===== src/rtl/johnson_seq_pkg.sv =====
// Shared types and helpers for the Johnson phase sequencer.
// The JSEQ_SELFCORRECT_EN build uses phase_is_legal() for illegal-pattern recovery.
`timescale 1ns/1ps
package johnson_seq_pkg;

    typedef enum logic [1:0] {
        IDLE = 2'd0,
        RUN  = 2'd1,
        DONE = 2'd2
    } jseq_state_e;

    localparam logic [3:0] PHASE_RESET = 4'b0001;

    function automatic logic phase_is_legal(input logic [3:0] phase);
        logic legal;
        case (phase)
            4'b0001, 4'b0011, 4'b0111, 4'b1111,
            4'b1110, 4'b1100, 4'b1000, 4'b0000: legal = 1'b1;
            default:                             legal = 1'b0;
        endcase
        return legal;
    endfunction

endpackage


===== src/rtl/johnson_seq_ctrl_ring.sv =====
// 4-bit twisted-ring phase register: steps forward/reverse when enabled,
// and load forces the reset pattern regardless of en.
`timescale 1ns/1ps
module johnson_ring
    import johnson_seq_pkg::*;
(
    input  logic       clk,
    input  logic       reset,
    input  logic       en,
    input  logic       dir,
    input  logic       load,
    output logic [3:0] phase
);

    logic [3:0] phase_q;
    logic [3:0] phase_d;

    // Next phase: recovery load beats stepping; reverse is the exact inverse of forward
    always_comb begin
        phase_d = phase_q;
        if (load) begin
            phase_d = PHASE_RESET;
        end else if (en) begin
            if (dir) begin
                phase_d = {phase_q[2:0], ~phase_q[3]};
            end else begin
                phase_d = {~phase_q[0], phase_q[3:1]};
            end
        end else begin
            phase_d = phase_q;
        end
    end

    // Phase register
    always_ff @(posedge clk or negedge reset) begin
        if (!reset) begin
            phase_q <= PHASE_RESET;
        end else begin
            phase_q <= phase_d;
        end
    end

    assign phase = phase_q;

endmodule


===== src/rtl/johnson_seq_ctrl.sv =====
// Command-driven sequencer for the Johnson phase ring.
// Optional macro JSEQ_SELFCORRECT_EN adds illegal-phase recovery and the err pulse.
`timescale 1ns/1ps
module johnson_seq_ctrl
    import johnson_seq_pkg::*;
#(
    parameter int COUNT_W  = 8,
    parameter int PERIOD_W = 16
) (
    input  logic                clk,
    input  logic                reset,
    input  logic                cmd_valid,
    output logic                cmd_ready,
    input  logic                cmd_dir,
    input  logic [COUNT_W-1:0]  cmd_steps,
    input  logic [PERIOD_W-1:0] cmd_period,
    input  logic                abort,
    output logic [3:0]          phase_out,
    output logic                busy,
    output logic                done,
    output logic [COUNT_W-1:0]  steps_left,
    output logic                err
);

    localparam logic [PERIOD_W-1:0] PERIOD_ZERO = {PERIOD_W{1'b0}};
    localparam logic [PERIOD_W-1:0] PERIOD_ONE  = {{(PERIOD_W-1){1'b0}}, 1'b1};
    localparam logic [COUNT_W-1:0]  COUNT_ZERO  = {COUNT_W{1'b0}};
    localparam logic [COUNT_W-1:0]  COUNT_ONE   = {{(COUNT_W-1){1'b0}}, 1'b1};

    jseq_state_e         state_q, state_d;
    logic                dir_q, dir_d;
    logic [PERIOD_W-1:0] presc_q, presc_d;
    logic [PERIOD_W-1:0] reload_q, reload_d;
    logic [COUNT_W-1:0]  steps_q, steps_d;
    logic                cmd_ready_q;
    logic                busy_q;
    logic                done_q;
    logic                step_en_s;
    logic                illegal_s;
    logic [3:0]          phase_s;

    // Next-state logic for the FSM, prescaler and step counter
    always_comb begin
        state_d   = state_q;
        dir_d     = dir_q;
        presc_d   = presc_q;
        reload_d  = reload_q;
        steps_d   = steps_q;
        step_en_s = 1'b0;
        case (state_q)
            IDLE: begin
                if (cmd_valid && cmd_ready_q) begin
                    dir_d    = cmd_dir;
                    steps_d  = cmd_steps;
                    reload_d = (cmd_period == PERIOD_ZERO) ? PERIOD_ZERO
                                                           : (cmd_period - PERIOD_ONE);
                    presc_d  = reload_d;
                    state_d  = (cmd_steps == COUNT_ZERO) ? DONE : RUN;
                end else begin
                    state_d = IDLE;
                end
            end
            RUN: begin
                // Abort wins over a step due on the same edge; steps_left keeps its value
                if (abort) begin
                    state_d = DONE;
                end else if (presc_q == PERIOD_ZERO) begin
                    step_en_s = 1'b1;
                    presc_d   = reload_q;
                    steps_d   = steps_q - COUNT_ONE;
                    state_d   = (steps_q == COUNT_ONE) ? DONE : RUN;
                end else begin
                    presc_d = presc_q - PERIOD_ONE;
                end
            end
            DONE: begin
                state_d = IDLE;
            end
            default: begin
                state_d = IDLE;
            end
        endcase
    end

    // State and registered status outputs, decoded from the next state
    always_ff @(posedge clk or negedge reset) begin
        if (!reset) begin
            state_q     <= IDLE;
            dir_q       <= 1'b1;
            presc_q     <= PERIOD_ZERO;
            reload_q    <= PERIOD_ZERO;
            steps_q     <= COUNT_ZERO;
            cmd_ready_q <= 1'b1;
            busy_q      <= 1'b0;
            done_q      <= 1'b0;
        end else begin
            state_q     <= state_d;
            dir_q       <= dir_d;
            presc_q     <= presc_d;
            reload_q    <= reload_d;
            steps_q     <= steps_d;
            cmd_ready_q <= (state_d == IDLE);
            busy_q      <= (state_d == RUN);
            done_q      <= (state_d == DONE);
        end
    end

`ifdef JSEQ_SELFCORRECT_EN
    logic err_q;

    assign illegal_s = !phase_is_legal(phase_s);

    // Flag the edge on which an illegal pattern was replaced by the reset pattern
    always_ff @(posedge clk or negedge reset) begin
        if (!reset) begin
            err_q <= 1'b0;
        end else begin
            err_q <= illegal_s;
        end
    end

    assign err = err_q;
`else
    assign illegal_s = 1'b0;
    assign err       = 1'b0;
`endif

    johnson_ring u_ring (
        .clk   (clk),
        .reset (reset),
        .en    (step_en_s),
        .dir   (dir_q),
        .load  (illegal_s),
        .phase (phase_s)
    );

    assign phase_out  = phase_s;
    assign cmd_ready  = cmd_ready_q;
    assign busy       = busy_q;
    assign done       = done_q;
    assign steps_left = steps_q;

endmodule


===== config.mk =====
export PLATFORM = sky130hd
export DESIGN_NAME = johnson_seq_ctrl
export DESIGN_NICKNAME = d
export VERILOG_FILES = /design/src/rtl/johnson_seq_pkg.sv /design/src/rtl/johnson_seq_ctrl_ring.sv /design/src/rtl/johnson_seq_ctrl.sv
export SDC_FILE = /design/constraint.sdc
export NUM_CORES = 1
export LEC_CHECK = 0
export ABC_CLOCK_PERIOD_IN_PS = 2550
export BUFFER_PORTS_ARGS = -buffer_cell sky130_fd_sc_hd__buf_2
export CORE_ASPECT_RATIO = 1.5
export CORE_MARGIN = 1.5
export CORE_UTILIZATION = 57
export DETAILED_ROUTE_END_ITERATION = 12
export PLACE_DENSITY = 0.8
export SETUP_SLACK_MARGIN = 0.2
export SLEW_MARGIN = 20
export SYNTH_ARGS = -nofsm -noshare
export SYNTH_HDL_FRONTEND = slang
export SYNTH_SLANG_ARGS = --single-unit

===== constraint.sdc =====
create_clock -name clk -period 2.55 [get_ports clk]
set_input_delay 0.51 -clock clk [delete_from_list [all_inputs] [get_ports clk]]
set_output_delay 0.51 -clock clk [all_outputs]
set_load 0.05 [all_outputs]

==> metrics.txt, run 1 <==
Die Height 91.90 um; Non-Filler Instances 462; peak supply drop roughly 0.00048 V; register area share after synthesis a little over two fifths; fmax between 400 and 500 MHz; measured slew at the worst slew-check pin 0.8512 ns; Final Util 67.50%; LEAKAGE between 1.5 and 2 nW; I/O Buffers 43; Antenna Nets Post-Route 0; Max Slew Vio Count 0; drt pass-1 iters 4; H-tree level count 2; Arr. time, crit path 2.40 ns; syn avg cell area 8.806 um2; RePlAce Congestion 0.8695; layout cells sized above 1 between 20% and 30%; Post-Layout Inst Area 3460 um2; Post-synth EDFFs 0; post_cts resized 0; RSZ-0062 raised after global routing false; Synthesis Warnings 0; post-CTS setup buffers 0; vias per std cell 6.050; area occupied by multi-input gates 1648 um2; placed insts between 400 and 500; Final Hold Fails 0; Initial Util 58.59%; Inserted Clock Buffers 5; Sink Count 50; reg2reg path depth 6; main flop type after synthesis dfrtp_1; first-pass GRT wire length 12,110 um; deepest clock path buffer count 2; chip width a little over 60 um; PwrDens 1083 nW/um2; DR vias 2,795; status complete, no violations; DR WL/cell 15.26 um; Final setup viols 0; Setup TNS 0 ns; fin crit period 2.212 ns; Startpoint Class primary input; IO Count 45; dpl cell area about 3400 um2; Post-Syn Area 3003 um2; CP Max Fanout 4; core area between 5000 and 6000 um2; Layout area overhead 15.21%; First DRT Iteration DRCs 132; TritonCTS clock tree done; CTS Hold Buffers Added 0; register area between 1000 and 1500 um2; R2R Path Start presc_q[0]; Diodes inserted 0; global route overflow 0; Tcrit/Tclk final between 80 and 90%; Root Driver clkbuf_8; Synth Register Bits 50; initial antenna violation count 0; syn_nets 375; gr usage total 26.11%; crit path capture type flop; synth unique cells 50; Max-cap violations 0; latest clock arrival within the worst-skew pair roughly 0.30 ns; data required time at the worst endpoint roughly 2.7 ns; r2r endpoint presc_q[5]; nets@finish roughly 430; Worst-path clk slew 0.09 ns; Setup crit start cmd_period[0]; critical path type in -> reg; reg2reg setup slack around 0.43 ns; total die area 5722 um2; vias in the first global route 2,717; Setup Skew 0.009563 ns; Post-Route WL 7050 um; # DRC 0; # rows 32; async set or reset register ratio after synthesis 100.0%; HP Class in -> async; FILL cells 459; detailed-placement wirelength estimate 5338 um; Slew HR between 40% and 50%; largest net degree at the start of global routing 40; Syn Inst Count 341
==> logic make-up (layout without fill, tap and decap cells) <==
group	Yosys count	count (layout)	synth area share, %
AO/OA/AOI/OAI	98	98	21.29
XOR/XNOR	19	19	5.542
adder cells (fa/ha/maj)	5	5	2.083
buffers and inverters	25	78	3.500
flip-flops	50	50	41.79
multiplexers	6	6	2.042
other	1	1	0.1249
AND/OR/NAND/NOR	137	137	23.62
==> per-layer routing <==
metal	vias to the layer above	GRT usage, %	share of wire (%)
li1	1360	-	-
met1	1323	31.15	41
met4	0	9.815	2.2
met2	100	48.28	52
met3	12	2.577	4.5
met5	-	0	0
==> critical path: stages <==
cell and delay, ns:
buf_2 0.12, inv_1 0.08, ha_1 0.17, or4b_4 0.48, or4_4 0.53, mux2i_1 0.17, nor2_1 0.07, a211o_1 0.27
==> power breakdown <==
part           switching (mW)  total (mW)  internal [mW]
Sequential              0.348        1.49           1.14
Clock                   0.240       0.436          0.195
Combinational            1.12        1.83          0.706
==> registers in the layout (all words and copies together) (netlist names) <==
signal and flops:
presc_q 16, reload_q 16, steps_left 8, u_ring.phase 4
state_q 2, busy 1, cmd_ready 1, dir_q 1
done 1
==> stage by stage <==
| stage | hold WS [ns] | setup WS, ns | total power, mW |
|---|---|---|---|
| detailed placement | 0.4611 | 0.02297 | 3.304 |
| global placement | 0.4553 | 0.1068 | 3.238 |
| CTS | 0.3305 | 0.3420 | 3.749 |
| floorplan | 0.2144 | 0.2114 | 2.796 |
| finish | 0.3037 | 0.3378 | 3.748 |
| global route | 0.3656 | 0.2168 | 4.027 |
==> worst max-delay path by stage <==
stage                       end  cells past startpoint  slack, ns
global route        presc_q[12]                      8       0.22
detailed placement  presc_q[12]                      8       0.02
finish              presc_q[12]                      8       0.34
CTS                 presc_q[12]                      8       0.34
global placement    presc_q[12]                      8       0.11
floorplan           presc_q[12]                      7       0.21
==> layout by cell type (no fill, tap or decap), types with 3 or more instances in the layout <==
cell type | Yosys | final
xor2_1 | 9 | 9
nand3_1 | 9 | 9
and4_1 | 3 | 3
nor2_1 | 28 | 28
nor3_1 | 11 | 11
a21oi_1 | 26 | 26
mux2i_1 | 5 | 5
ha_1 | 5 | 5
clkbuf_8 | 0 | 5
nand2_1 | 44 | 44
o211ai_1 | 9 | 9
nand2b_1 | 4 | 4
nor4_1 | 11 | 11
a211o_1 | 4 | 4
dfstp_2 | 3 | 3
nand4_1 | 5 | 5
o21ai_0 | 23 | 23
buf_4 | 2 | 20
clkbuf_1 | 13 | 3
buf_2 | 3 | 43
o2bb2ai_1 | 3 | 3
a221o_1 | 3 | 3
a21o_1 | 10 | 10
xnor2_1 | 10 | 10
inv_1 | 7 | 7
or4_1 | 6 | 6
o22ai_1 | 6 | 6
dfrtp_1 | 47 | 47
==> layout make-up <==
type,count,area share (%)
well taps,68,2.459
clock buffers,8,2.315
inverters,7,0.7595
multi-input cells,266,47.63
flip-flops and latches,50,36.27
repair buffers,63,10.56
==> synth_stat cells, types with 2 or more instances <==
library cell  number  area [um2]
and4_1             3       26.28
nand2b_1           4       25.02
nor3_1            11       55.05
or2_2              2       12.51
o22ai_1            6       37.54
a221o_1            3       30.03
a211o_1            4       35.03
clkbuf_1          13       48.80
a22o_1             2       17.52
a21o_1            10       75.07
nand3_1            9       45.04
nor4_1            11       68.82
nor3b_1            3       22.52
dfstp_2            3       78.83
o31ai_1            2       15.01
nand2_1           44       165.2
nand4_1            5       31.28
nand3b_1           2       15.01
a221oi_1           2       17.52
o2bb2ai_1          3       26.28
o211ai_1           9       67.56
or3_1              2       12.51
o21ai_0           23       115.1
ha_1               5       62.56
mux2i_1            5       50.05
dfrtp_1           47        1176
xor2_1             9       78.83
buf_4              2       15.01
buf_2              3       15.01
xnor2_1           10       87.58
nor2_1            28       105.1
a21boi_0           2       15.01
or4_1              6       45.04
inv_1              7       26.28
a21oi_1           26       130.1
No activity file was read; power rests on OpenSTA's default activity.
==> inputs of run 2 (changes only) <==
--- a/config.mk
+++ b/config.mk
@@ -6,12 +6,12 @@
 export NUM_CORES = 1
 export LEC_CHECK = 0
 export ABC_CLOCK_PERIOD_IN_PS = 2550
-export BUFFER_PORTS_ARGS = -buffer_cell sky130_fd_sc_hd__buf_2
 export CORE_ASPECT_RATIO = 1.5
 export CORE_MARGIN = 1.5
-export CORE_UTILIZATION = 57
+export CORE_UTILIZATION = 60
 export DETAILED_ROUTE_END_ITERATION = 12
-export PLACE_DENSITY = 0.8
+export DONT_BUFFER_PORTS = 1
+export PLACE_DENSITY = 0.76
 export SETUP_SLACK_MARGIN = 0.2
 export SLEW_MARGIN = 20
 export SYNTH_ARGS = -nofsm -noshare
==> run 2 against run 1 <==
Against the previous run: cell count shrank 11%; hold slack got worse by 0.26 ns; via count is 7.4% lower; sequential power increased by 18%; global-route usage grew 1.5 points; critical path type is now reg -> reg; highest routed layer unchanged; die area fell by 4.8%; register-to-register slack got worse by 0.07 ns; maximum frequency increased by 1.1%; clock power rose by 8.3%; flip-flop and latch count unchanged; non-clock buffer count decreased by 48; first-iteration DRC count grew 3.0%.
==> metrics.txt, run 2 (synthesized netlist as in run 1, its figures left out) <==
status complete, no violations (unchanged); RSZ-0062 raised after global routing false (unchanged); Post-Layout Inst Area 3237 um2 (was 3460 um2); detailed-placement wirelength estimate 5053 um (was 5338 um); vias in the first global route 2,542 (was 2,717); peak supply drop 0.0005339 V (was 0.0004817 V); Final setup viols 0 (unchanged); Sink Count 50 (unchanged); placed insts 403 (was 454); Antenna Nets Post-Route 0 (unchanged); most frequent cells in the layout dfrtp_1 (47), nand2_1 (44), nor2_1 (28), a21oi_1 (26), o21ai_0 (23) (was dfrtp_1 (47), nand2_1 (44), buf_2 (43), nor2_1 (28), a21oi_1 (26)); Worst-path clk slew 0.09 ns (about the same); global route overflow 0 (unchanged); Arr. time, crit path 2.37 ns (was 2.40 ns); post-CTS setup buffers 0 (unchanged); HP Class in -> async (unchanged); chip width 60.76 um (was 62.27 um); Die Height 89.65 um (was 91.90 um); Non-Filler Instances 412 (was 462); CP Max Fanout 10 (was 4); Slew HR 59.94% (was 43.26%); Diodes inserted 0 (unchanged); fin crit period 2.188 ns (was 2.212 ns); First DRT Iteration DRCs 136 (was 132); I/O Buffers 0 (was 43); Final Util 67.30% (was 67.50%); latest clock arrival within the worst-skew pair 0.30 ns (about the same); PwrDens 1138 nW/um2 (was 1083 nW/um2); Final Hold Fails 0 (unchanged); PnR Total Power 3.684 mW (was 3.748 mW); RePlAce Congestion 0.8721 (was 0.8695); critical path type reg -> reg (was in -> reg); dpl cell area 3112 um2 (was 3374 um2); first-pass GRT wire length 11,410 um (was 12,110 um); DR vias 2,587 (was 2,795); crit path capture type flop (unchanged); initial antenna violation count 0 (unchanged); Startpoint Class flop (was primary input); DR WL/cell 16.78 um (was 15.26 um); Tcrit/Tclk final 85.80% (was 86.75%); Layout area overhead 7.792% (was 15.21%); Root Driver clkbuf_8 (unchanged); # rows 31 (was 32); H-tree level count 2 (unchanged); Post-Route WL 6913 um (was 7050 um); gr usage total 27.63% (was 26.11%); dpl ws 0.09226 ns (was 0.02297 ns); layout cells sized above 1 10.40% (was 20.56%); total die area 5447 um2 (was 5722 um2); LEAKAGE 1.378 nW (was 1.557 nW); Max-cap violations 0 (unchanged); measured slew at the worst slew-check pin 0.6009 ns (was 0.8512 ns); Hold Worst Slack 0.03965 ns (was 0.3037 ns); # DRC 0 (unchanged); fmax 457.1 MHz (was 452.0 MHz); Inserted Clock Buffers 5 (unchanged); deepest clock path buffer count 2 (unchanged); Max Slew Vio Count 0 (unchanged); Setup Skew 0.003734 ns (was 0.009563 ns); drt pass-1 iters 4 (unchanged); setup ws final 0.3621 ns (was 0.3378 ns); most common cell after layout, fill and taps aside dfrtp_1 (unchanged); vias per std cell 6.279 (was 6.050); data required time at the worst endpoint 2.74 ns (about the same); largest net degree at the start of global routing 48 (was 40); nets@finish 379 (was 427); Initial Util 62.43% (was 58.59%); TritonCTS clock tree done (unchanged); Setup TNS 0 ns (unchanged); IO Count 45 (unchanged); core area 4810 um2 (was 5125 um2)
-- run 2: cell types whose count changed in the layout (fill, tap and decap cells not counted) --
cell / before / now
and4_1: 3 / 2
and4_2: 0 / 1
buf_16: 0 / 1
buf_2: 43 / 0
buf_4: 20 / 14
clkbuf_1: 3 / 1
clkbuf_8: 5 / 6
clkinv_2: 0 / 1
-- run 2: worst max-delay path, cell delays in order (launching register included) --
cell and delay (ns):
dfrtp_1 0.45, inv_1 0.15, ha_1 0.22, nor3b_2 0.24
nand4_1 0.21, buf_4 0.25, nand3_1 0.08, a21boi_0 0.08
a2111o_1 0.39
-- run 2: power breakdown --
group | internal, mW | switching (mW) | total, mW
sequential | 1.13 | 0.630 | 1.76
combinational | 0.638 | 0.812 | 1.45
clock | 0.219 | 0.253 | 0.472
-- run 2: final timing paths --
path | start | endpoint | slack (ns) | depth (start not counted)
worst max-delay path | presc_q[0] | presc_q[11] | 0.36 | 8
worst min-delay path | reset | steps_left[4] | 0.04 | 1
worst max register to register | presc_q[0] | presc_q[11] | 0.36 | 8
worst min register to register | reload_q[7] | reload_q[7] | 0.48 | 2
max in group asynchronous | reset | presc_q[1] | 2.29 | 1
min in group clk | cmd_dir | dir_q | 0.28 | 2
-- run 2: layer usage --
metal / track usage [%] / routed length, um
met4: 9.289 / 138
met1: 33.49 / 2826
met2: 49.56 / 3711
met5: 0 / 0
met3: 3.582 / 237
-- run 2: timing repair --
action                     in CTS  in global routing
resized for setup               0                  2
hold endpoints to repair       47                  0
setup endpoints to repair       0                  5
hold buffers                    1                  0
-- run 2: layout make-up --
| type | instances | area [um2] |
|---|---|---|
| Fill cell | 420 | 1573 |
| Multi-Input combinational cell | 266 | 1649 |
| Sequential cell | 50 | 1255 |
| Tap cell | 66 | 82.58 |
| Inverter | 7 | 26.28 |
| Clock inverter | 1 | 5.005 |
| Timing Repair Buffer | 15 | 132.6 |
| Clock buffer | 7 | 86.33 |
==> inputs of run 3 (changes only) <==
--- a/config.mk
+++ b/config.mk
@@ -11,7 +11,7 @@
 export CORE_UTILIZATION = 60
 export DETAILED_ROUTE_END_ITERATION = 12
 export DONT_BUFFER_PORTS = 1
-export PLACE_DENSITY = 0.76
+export PLACE_DENSITY = 0.8
 export SETUP_SLACK_MARGIN = 0.2
 export SLEW_MARGIN = 20
 export SYNTH_ARGS = -nofsm -noshare
==> run 3 against run 2 <==
Against the previous run: core utilization is 0.21 points lower; first-iteration DRC count increased by 17%; setup slack better by 0.013 ns; register-to-register slack hardly changed; critical path depth unchanged; routed wire length is 2.7% lower; clock power rose by 2%; sequential power hardly changed; sequential share of layout area up 0.12 points; via count grew 0.43%.
==> metrics.txt, run 3 (synthesized netlist as in run 1, its figures left out) <==
detailed-placement wirelength estimate 4924 um (was 5053 um); PwrDens 1138 nW/um2 (about the same); Die Height 89.65 um (unchanged); Max-cap violations 0 (unchanged); nets@finish 376 (was 379); Slew HR 60.62% (was 59.94%); Layout area overhead 7.458% (was 7.792%); critical path type reg -> reg (unchanged); HP Class in -> async (unchanged); total die area 5447 um2 (unchanged); measured slew at the worst slew-check pin 0.5906 ns (was 0.6009 ns); peak supply drop 0.0004900 V (was 0.0005339 V); IO Count 45 (unchanged); deepest clock path buffer count 2 (unchanged); Sink Count 50 (unchanged); core area 4810 um2 (unchanged); Post-Route WL 6725 um (was 6913 um); crit path capture type flop (unchanged); Arr. time, crit path 2.37 ns (about the same); Max Slew Vio Count 0 (unchanged); Setup TNS 0 ns (unchanged); drt pass-1 iters 4 (unchanged); data required time at the worst endpoint 2.75 ns (was 2.74 ns); FILL cells 440 (was 420); status complete, no violations (unchanged); latest clock arrival within the worst-skew pair 0.31 ns (was 0.30 ns); Antenna Nets Post-Route 0 (unchanged); Final Hold Fails 0 (unchanged); RSZ-0062 raised after global routing false (unchanged); Inserted Clock Buffers 5 (unchanged); most frequent cells in the layout dfrtp_1 (47), nand2_1 (44), nor2_1 (27), a21oi_1 (26), o21ai_0 (23) (was dfrtp_1 (47), nand2_1 (44), nor2_1 (28), a21oi_1 (26), o21ai_0 (23)); H-tree level count 2 (unchanged); Initial Util 62.43% (unchanged); DR vias 2,598 (was 2,587); Root Driver clkbuf_8 (unchanged); fin crit period 2.175 ns (was 2.188 ns); dpl cell area 3089 um2 (was 3112 um2); Post-Layout Inst Area 3227 um2 (was 3237 um2); Tcrit/Tclk final 85.29% (was 85.80%); # rows 31 (unchanged); vias in the first global route 2,433 (was 2,542); fmax 459.8 MHz (was 457.1 MHz); Final setup viols 0 (unchanged); placed insts 400 (was 403); Startpoint Class flop (unchanged); RePlAce Congestion 0.8937 (was 0.8721); crit path buf inv count 2 (unchanged); Setup Skew 0.004308 ns (was 0.003734 ns); I/O Buffers 0 (unchanged); CP Cell Sequence inv_1 > ha_1 > nor3b_1 > nand4_1 > buf_4 > nand3_1 > a21boi_0 > a2111o_1 (was inv_1 > ha_1 > nor3b_2 > nand4_1 > buf_4 > nand3_1 > a21boi_0 > a2111o_1); most common cell after layout, fill and taps aside dfrtp_1 (unchanged); vias per std cell 6.352 (was 6.279); CP peak stage delay 0.45 ns (about the same); initial antenna violation count 0 (unchanged); First DRT Iteration DRCs 159 (was 136); # DRC 0 (unchanged); CP top delay family simple AND/OR/NAND/NOR gates (unchanged); Slowest-stage cell, CP dfrtp_1 (unchanged); chip width 60.76 um (unchanged); largest net degree at the start of global routing 48 (unchanged); layout cells sized above 1 10.20% (was 10.40%); LEAKAGE 1.362 nW (was 1.378 nW); gr usage total 26.56% (was 27.63%); TritonCTS clock tree done (unchanged); global route overflow 0 (unchanged); CP Max Fanout 22 (was 10); first-pass GRT wire length 10,980 um (was 11,410 um); Worst-path clk slew 0.09 ns (about the same); DR WL/cell 16.44 um (was 16.78 um); Diodes inserted 0 (unchanged); Final Util 67.09% (was 67.30%); Non-Filler Instances 409 (was 412)
[run 3: cell count changes in the layout (fill, tap and decap cells not counted), sizes merged]
cell,previous run,this run
buf,15,12
clkbuf,7,6
clkinvlp,0,1
[run 3: path summary, 6_finish.rpt]
path	cells after the start	slack, ns	from	endpoint
min in group clk	2	0.27	cmd_dir	dir_q
max in group asynchronous	1	2.29	reset	presc_q[9]
worst min-delay path	0	0.03	reset	cmd_ready
worst max-delay path	8	0.38	presc_q[0]	presc_q[11]
worst max register to register	8	0.38	presc_q[0]	presc_q[11]
worst min register to register	1	0.48	reload_q[13]	reload_q[13]
[run 3: worst reg2reg max path: stages, from the launching register on]
cell      delay (ns)
dfrtp_1         0.45
inv_1           0.14
ha_1            0.20
nor3b_1         0.27
nand4_1         0.17
buf_4           0.27
nand3_1         0.10
a21boi_0        0.08
a2111o_1        0.39
[run 3: where the power goes]
part           switching [mW]  total, mW  internal, mW
logic                   0.795       1.42         0.629
registers               0.634       1.76          1.13
clock network           0.264      0.482         0.218
total                    1.69       3.67          1.98
[run 3: cell type report]
cell class,instances,area [um2],area share (%)
multi-input combinational,266,1658,51.38
sequential,50,1255,38.89
inverter,7,26.28,0.8143
clock inverter,2,12.51,0.3877
tap,66,82.58,2.559
timing repair buffer,12,110.1,3.412
clock buffer,6,82.58,2.559
[run 3: per-layer routing]
metal  track usage, %  vias up  part of all wire (%)
met5                0        -                     0
met3            3.438       10                   5.0
met4            9.091        0                   2.0
li1                 -     1251                     -
met2            46.92       89                    53
met1            32.81     1248                    40
[run 3: through the flow]
stage	setup WS, ns	total power, mW	hold slack (ns)
after floorplan	0.2114	2.796	0.2144
after global placement	0.1426	3.086	0.2153
after detailed placement	0.08903	3.157	0.2155
after CTS	0.3251	3.654	0.02719
after global routing	0.2117	3.943	0.01901
final	0.3750	3.671	0.03226
[run 3: timing repair]
action	CTS	global route
setup endpoints to repair	0	8
gates resized for setup	0	3
endpoints found under the hold margin	47	0
hold buffers	1	0
setup buffers	0	0
